--- config.mk ---
export PLATFORM = sky130hd
export DESIGN_NAME = pc_redirect_sequencer
export DESIGN_NICKNAME = d
export VERILOG_FILES = /design/src/rtl/pc_redirect_sequencer.sv
export SDC_FILE = /design/constraint.sdc
export NUM_CORES = 1
export LEC_CHECK = 0
export CORE_ASPECT_RATIO = 0.75
export CORE_MARGIN = 2
export CORE_UTILIZATION = 54
export DETAILED_ROUTE_END_ITERATION = 6
export PLACE_DENSITY = 0.93
export SETUP_SLACK_MARGIN = 0.1
export SKIP_CTS_REPAIR_TIMING = 1
export SYNTH_ARGS = -nofsm -noshare
export SYNTH_HDL_FRONTEND = slang
export SYNTH_SLANG_ARGS = --single-unit
--- constraint.sdc ---
create_clock -name clk -period 2.6 [get_ports clk]
set_input_delay 0.52 -clock clk [delete_from_list [all_inputs] [get_ports clk]]
set_output_delay 0.52 -clock clk [all_outputs]
set_load 0.01 [all_outputs]
--- src/rtl/pc_redirect_sequencer.sv ---
// Fetch-stage sequencer for interrupt entry, CALL and RET/RTI redirects, including 16-bit stack push/pop.
// Optional nested interrupts are enabled by defining INTR_NEST_EN.
module pc_redirect_sequencer #(
  parameter int PC_W         = 32,
  parameter int HALF_W       = 16,
  parameter int DRAIN_CYCLES = 2,
  parameter int MAX_NEST     = 4
) (
  input  logic              clk,
  input  logic              reset,
  input  logic              intr_req,
  input  logic              call_dec,
  input  logic              ret_dec,
  input  logic              rti_dec,
  input  logic [PC_W-1:0]   ret_pc,
  input  logic              hazard_stall,
  output logic              stk_req,
  output logic              stk_we,
  output logic [HALF_W-1:0] stk_wdata,
  input  logic              stk_ack,
  input  logic [HALF_W-1:0] stk_rdata,
  output logic              take_intr,
  output logic              take_call,
  output logic              pop_signal,
  output logic [PC_W-1:0]   popped_pc,
  output logic              stall_jump,
  output logic              in_isr
);

  localparam int DW = (DRAIN_CYCLES > 1) ? $clog2(DRAIN_CYCLES) : 1;

  typedef enum logic [2:0] {
    S_IDLE, S_DRAIN, S_PUSH_HI, S_PUSH_LO, S_POP_LO, S_POP_HI, S_REDIRECT
  } state_t;

  typedef enum logic [1:0] {K_CALL, K_INT, K_RET, K_RTI} kind_t;

  state_t            r_state;
  kind_t             r_kind;
  logic [DW-1:0]     r_cnt;
  logic [PC_W-1:0]   r_pc;
  logic              r_stk_req;
  logic              r_stk_we;
  logic [HALF_W-1:0] r_stk_wdata;
  logic              r_take_intr;
  logic              r_take_call;
  logic              r_pop_signal;
  logic [PC_W-1:0]   r_popped_pc;
  logic              r_stall_jump;
  logic              r_in_isr;
  logic              w_ack;
  logic              w_intr_ok;

  // An ack is only meaningful while a request is outstanding.
  assign w_ack = stk_ack & r_stk_req;

`ifdef INTR_NEST_EN
  localparam int NW = $clog2(MAX_NEST + 1);
  logic [NW-1:0] r_nest;
  assign w_intr_ok = (r_nest < NW'(MAX_NEST));
`else
  assign w_intr_ok = !r_in_isr && (MAX_NEST > 0);
`endif

  always_ff @(posedge clk) begin
    if (!reset) begin
      r_state      <= S_IDLE;
      r_kind       <= K_CALL;
      r_cnt        <= '0;
      r_pc         <= '0;
      r_stk_req    <= 1'b0;
      r_stk_we     <= 1'b0;
      r_stk_wdata  <= '0;
      r_take_intr  <= 1'b0;
      r_take_call  <= 1'b0;
      r_pop_signal <= 1'b0;
      r_popped_pc  <= '0;
      r_stall_jump <= 1'b0;
      r_in_isr     <= 1'b0;
`ifdef INTR_NEST_EN
      r_nest       <= '0;
`endif
    end else begin
      r_take_intr  <= 1'b0;
      r_take_call  <= 1'b0;
      r_pop_signal <= 1'b0;
      case (r_state)
        S_IDLE: begin
          if (!hazard_stall) begin
            if (rti_dec || ret_dec) begin
              r_kind       <= rti_dec ? K_RTI : K_RET;
              r_state      <= S_POP_LO;
              r_stk_req    <= 1'b1;
              r_stk_we     <= 1'b0;
              r_stall_jump <= 1'b1;
            end else if (call_dec) begin
              r_kind       <= K_CALL;
              r_pc         <= ret_pc;
              r_state      <= S_PUSH_HI;
              r_stk_req    <= 1'b1;
              r_stk_we     <= 1'b1;
              r_stk_wdata  <= ret_pc[PC_W-1:HALF_W];
              r_stall_jump <= 1'b1;
            end else if (intr_req && w_intr_ok) begin
              r_kind       <= K_INT;
              r_pc         <= ret_pc;
              r_state      <= S_DRAIN;
              r_cnt        <= '0;
              r_stall_jump <= 1'b1;
            end
          end
        end
        S_DRAIN: begin
          if (r_cnt == DW'(DRAIN_CYCLES - 1)) begin
            r_state     <= S_PUSH_HI;
            r_stk_req   <= 1'b1;
            r_stk_we    <= 1'b1;
            r_stk_wdata <= r_pc[PC_W-1:HALF_W];
          end else begin
            r_cnt <= r_cnt + DW'(1);
          end
        end
        S_PUSH_HI: begin
          if (w_ack) begin
            r_state     <= S_PUSH_LO;
            r_stk_wdata <= r_pc[HALF_W-1:0];
          end
        end
        S_PUSH_LO: begin
          if (w_ack) begin
            r_state      <= S_REDIRECT;
            r_stk_req    <= 1'b0;
            r_stk_we     <= 1'b0;
            r_stall_jump <= 1'b0;
          end
        end
        S_POP_LO: begin
          if (w_ack) begin
            r_state            <= S_POP_HI;
            r_pc[HALF_W-1:0]   <= stk_rdata;
          end
        end
        S_POP_HI: begin
          if (w_ack) begin
            r_state              <= S_REDIRECT;
            r_pc[PC_W-1:HALF_W]  <= stk_rdata;
            r_stk_req            <= 1'b0;
            r_stall_jump         <= 1'b0;
          end
        end
        S_REDIRECT: begin
          r_state <= S_IDLE;
          case (r_kind)
            K_CALL: r_take_call <= 1'b1;
            K_INT: begin
              r_take_intr <= 1'b1;
              r_in_isr    <= 1'b1;
`ifdef INTR_NEST_EN
              r_nest      <= r_nest + NW'(1);
`endif
            end
            K_RET: begin
              r_pop_signal <= 1'b1;
              r_popped_pc  <= r_pc;
            end
            K_RTI: begin
              r_pop_signal <= 1'b1;
              r_popped_pc  <= r_pc;
`ifdef INTR_NEST_EN
              if (r_nest != '0) r_nest <= r_nest - NW'(1);
              r_in_isr <= (r_nest > NW'(1));
`else
              r_in_isr <= 1'b0;
`endif
            end
            default: r_take_call <= 1'b0;
          endcase
        end
        default: begin
          r_state      <= S_IDLE;
          r_stk_req    <= 1'b0;
          r_stall_jump <= 1'b0;
        end
      endcase
    end
  end

  assign stk_req    = r_stk_req;
  assign stk_we     = r_stk_we;
  assign stk_wdata  = r_stk_wdata;
  assign take_intr  = r_take_intr;
  assign take_call  = r_take_call;
  assign pop_signal = r_pop_signal;
  assign popped_pc  = r_popped_pc;
  assign stall_jump = r_stall_jump;
  assign in_isr     = r_in_isr;

endmodule

Word-level counts from Yosys, hierarchy flattened
Index checks and enable logic that the tools add are counted.
- bits in registers: 93
- word-level logic and storage cells: 120
- bits of input ports: 56
- output and inout port bits: 55
- equal/unequal tests: 23
- $add $sub $neg: 1
- bitwise operators: 4
- multiplexer cells: 50
- reductions and logical operators: 28
- operators by type and width (kind ; number):
    $mux W32 ; 4
    $mux W16 ; 6
    $pmux W16 S2 ; 2
    $pmux W16 S3 ; 1
    $reduce_and A5 Y1 ; 5
    $mux W3 ; 8
    $mux W1 ; 20
    $ne A2 B2 Y1 const B ; 10
    $pmux W3 S5 ; 1
    $reduce_and A6 Y1 ; 2
    $eq A3 B3 Y1 const B ; 3
    $reduce_bool A3 Y1 ; 3
    $reduce_bool A2 Y1 ; 4
    $eq A3 B2 Y1 const B ; 2
    $mux W2 ; 3
    $ne A3 B3 Y1 const B ; 2
    $pmux W1 S3 ; 2
    $reduce_and A2 Y1 ; 3
    $eq A2 B2 Y1 const B ; 2
    $ne A4 B4 Y1 const B ; 1
    $pmux W1 S2 ; 2
    $pmux W1 S4 ; 1
    $reduce_and A4 Y1 ; 1
    $reduce_or A2 Y1 ; 2
    other kinds (14) ; 16

Logic depth before layout (Yosys ltp)
- depth after elaboration: 7
- mapped depth: 7

Least setup slack after synthesis
OpenSTA, ideal clock, no wires.
- path kind: input port to flip-flop
- from: input port intr_req
- to: register r_pc[5]
- stages: 5
- setup time: 0.122 ns
- path slack: 0.822 ns
- data required time: 2.478 ns
- arrival: 1.656 ns
- cell sequence: nor2b_1 -> o211ai_1 -> a31o_2 -> buf_6 -> a221o_1
- word-level cells in the longest chain between the ends: 3
- RTL lines (item ; RTL line ; text):
    start, declared ; 11 ; input logic intr_req,
    $logic_and A1 B1 Y1 ; 104 ; end else if (intr_req && w_intr_ok) begin
    $ne A3 B3 Y1 (no source line) ; -- ;
    $reduce_and A5 Y1 (no source line) ; -- ;
    end signal, assigned ; 98 ; r_pc <= ret_pc;
    end signal, assigned ; 106 ; r_pc <= ret_pc;
    end signal, assigned by index ; 140 ; r_pc[HALF_W-1:0] <= stk_rdata;
    end, declared ; 41 ; logic [PC_W-1:0] r_pc;
Every way passes these cells.
A chain may end at the register's enable or synchronous reset.

Worst setup path after layout
- from: input port ret_dec
- to: register r_pc[13]
- word-level cells in the longest chain between the ends: 3
- RTL lines (item ; RTL line ; text):
    start, declared ; 13 ; input logic ret_dec,
    $logic_or A1 B1 Y1 ; 90 ; if (rti_dec || ret_dec) begin
    $ne A2 B2 Y1 (no source line) ; -- ;
    $reduce_and A5 Y1 (no source line) ; -- ;
Every way passes these cells.

==> impl_metrics.csv <==
group,metric,value,unit
outcome,status,"complete, no violations",
final_layout,drive_gt1_share,7.75,%
final_layout,fin_util,73.1,%
global_routing,overflow,0,
floorplan,io_pins,111,
synthesis,syn_area,0.00459,mm^2
sta,fin_skew,0.00559,ns
worst_setup_path,worst_setup_path_start_kind,"input port",
route,wl_met3,1380,um
floorplan,rows,29,
route,wl_met2,6170,um
worst_setup_path,path_max_fanout,16,
pwr,peakVddDrop,344,uV
sta,setup_viol_count_final,0,
sta,period_minus_slack,2.10,ns
synthesis,avgSynthCellArea,8.66,um^2
sta,tightest_slew,0.684,ns
synthesis,synthesis.nets,586,
place,port_buffers,110,
synthesis,synthArstFlopShare,0,%
final_layout,final_nets,683,
place,placed_area,0.00577,mm^2
route,drt-vias-per-instance,5.94,
global_routing,grt_max_degree,99,
sta,final.setup.tns,0,ns
sta,finalHoldViolCount,0,
synthesis,synth_cell_type_count,51,
synthesis,synth_seq_cells,93,
cts,cts_made_buffers,9,
route,top_layer_used,"met4",
cts,cts.clk_slew.worst_paths,0.07,ns
floorplan,die_x,110,um
cts,clk_latency,0.34,ns
flow_run,cap_violations,0,
worst_setup_path,worstSetupEndpointType,"flop",
final_layout,diodes,0,
pwr,power.density,568,mW/mm^2
global_routing,antenna_found_initial,0,
cts,htree_levels,3,
route,vias,4396,
route,drtAntennaViolNets,0,
route,route.detailed.wl_per_inst,18.0,um
worst_setup_path,cp_data_arrival_time,2.31,ns
cts,cts-root-buf,"clkbuf_16",
worst_setup_path,r2r_slack,0.54,ns
worst_setup_path,path_class,"input port to flop",
min_path,min_from,"popped_pc[24]",
global_routing,grt_pass1_vias,4217,
sta,timing.final.crit_share,80.6,%
route,wl_met1,5440,um
cts,cts_tree,"yes",
place,preCtsSetupSlack,0.205,ns
route,first_pass_iters,5,
final_layout,fin_cells,740,
floorplan,fp.coreArea,0.00835,mm^2
sta,fmax,477,MHz
final_layout,final_area,0.00610,mm^2
worst_setup_path,crit_start,"ret_dec",
cts,cts_sinks,93,
pwr,p_leak,2.13,nW
place,hpwl,9150,um
synthesis,yosysSeqAreaShare,40.5,%
place,gp_congestion,0.891,
floorplan,die-area,0.00926,mm^2
route,drt_iter0_drc,392,
cts,clockBufferDepth,2,
worst_setup_path,r2r-end,"r_pc[24]",
synthesis,yosysWarnings,0,
sta,timing.slew.headroom,54.4,%
min_path,min_delay_worst_endpoint,"popped_pc[24]",
synthesis,synth_edf_count,0,
global_routing,grt_usage,28.4,%
worst_setup_path,reg2reg_depth,6,
place,placed_cells,724,
route,drc,0,
synthesis,synth_top_flop_cell,"dfxtp_1",
floorplan,die_h,83.9,um
pwr,total_power,3.47,mW
worst_setup_path,required,2.82,ns
worst_setup_path,timing.rr.start,"r_state[0]",
sta,maxSlewViolCount,0,
sta,holdWs,0.462,ns
sta,fin_ws,0.504,ns
synthesis,synthCells,530,
min_path,hold_path_depth,2,
floorplan,initial_core_util,55.0,%
final_layout,syn2layout_area_growth,32.8,%
sta,rsz0062_at_grt,"no",
min_path,hold_path.class,"flop to flop",
global_routing,grt_first_pass_wirelength,21200,um
route,wirelength,13300,um
[sequential cells by signal, summed over array words and instances, names as in the netlist]
| name | flops |
|---|---|
| popped_pc | 32 |
| r_state | 3 |
| stk_req | 1 |
| pop_signal | 1 |
| take_intr | 1 |
| r_pc | 32 |
| take_call | 1 |
| r_cnt | 1 |
| stk_wdata | 16 |
| stk_we | 1 |
| stall_jump | 1 |
| r_kind | 2 |
| in_isr | 1 |
[per-layer routing]
metal / up-vias / GRT usage [%]
li1: 2045 / -
met1: 2068 / 36.2
met2: 248 / 44.9
met3: 35 / 9.88
met4: 0 / 9.89
met5: - / 0
[power breakdown]
group	internal (mW)	switching [mW]
combinational	0.244	0.250
sequential	1.47	0.0553
clock	0.879	0.570
total	2.59	0.876
[cell families (layout without fill, tap and decap cells)]
logic type / count (synthesis) / count (layout) / share of synthesized area (%)
adder cells (fa/ha/maj): 1 / 1 / 0.218
flip-flops: 93 / 93 / 40.5
AO/OA/AOI/OAI: 91 / 91 / 16.2
multiplexers: 67 / 67 / 14.6
AND/OR/NAND/NOR: 218 / 218 / 22.2
XOR/XNOR: 2 / 2 / 0.382
buffers and inverters: 58 / 160 / 5.89
[worst max path at each step]
stage,end,slack (ns),cells after the start
5_1_grt,r_pc[18],0.41,6
3_5_place_dp,r_pc[7],0.21,5
3_3_place_gp,r_pc[6],0.33,5
2_1_floorplan,r_pc[5],0.82,5
6_report,r_pc[13],0.50,5
4_1_cts,r_pc[13],0.55,5
[cell usage after synthesis, drive strengths merged (2+ instances only)]
cell type    n  area [um^2]
a21boi      33          248
a21oi        4         20.0
a221o       15          150
a31oi        2         27.5
and2         3         18.8
buf         20          128
clkbuf      20         75.1
dfxtp       93         1860
inv         18         67.6
mux2i       66          661
nand2      138          521
nand2b      19          119
nand3       20          100
nand3b       2         15.0
nor2         4         15.0
nor2b        4         25.0
nor3         3         20.0
nor3b        2         20.0
nor4        16          106
o211ai      18          135
o21a         5         37.5
o21ai        5         28.8
o22ai        2         12.5
or3          2         17.5
xnor2        2         17.5
[area by class of cell]
cell class | count | area, um^2
tap | 108 | 135
clock inverter | 6 | 93.8
multi-input combinational | 379 | 2460
fill | 596 | 2250
timing repair buffer | 126 | 1240
inverter | 18 | 67.6
sequential | 93 | 1860
clock buffer | 10 | 239
[critical path, cell delays in order]
cell and delay [ns]:
clkdlybuf4s50_1 0.52, nor3_2 0.29, o211ai_1 0.16, a31o_2 0.39
a221o_1 0.42
[cells in the final DEF, fill, tap and decap left out, types with 2 or more instances in the layout]
cell / Yosys / final
nand2b_1: 19 / 19
nand3b_1: 2 / 2
nor2b_1: 4 / 4
bufinv_16: 0 / 2
nor4_1: 15 / 15
buf_12: 0 / 2
nand2_1: 137 / 137
dfxtp_1: 93 / 92
and2_1: 3 / 3
nand3_1: 20 / 20
inv_1: 16 / 16
inv_2: 2 / 2
nor2_1: 4 / 4
o22ai_1: 2 / 2
buf_4: 1 / 14
mux2i_1: 66 / 66
a21oi_1: 4 / 4
o21a_1: 5 / 5
a221o_1: 15 / 15
a21boi_0: 33 / 33
clkbuf_16: 0 / 9
o21ai_0: 4 / 4
xnor2_1: 2 / 2
nor3_1: 2 / 2
clkdlybuf4s50_1: 0 / 109
o211ai_1: 18 / 18
(Power assumes the default switching activity.)
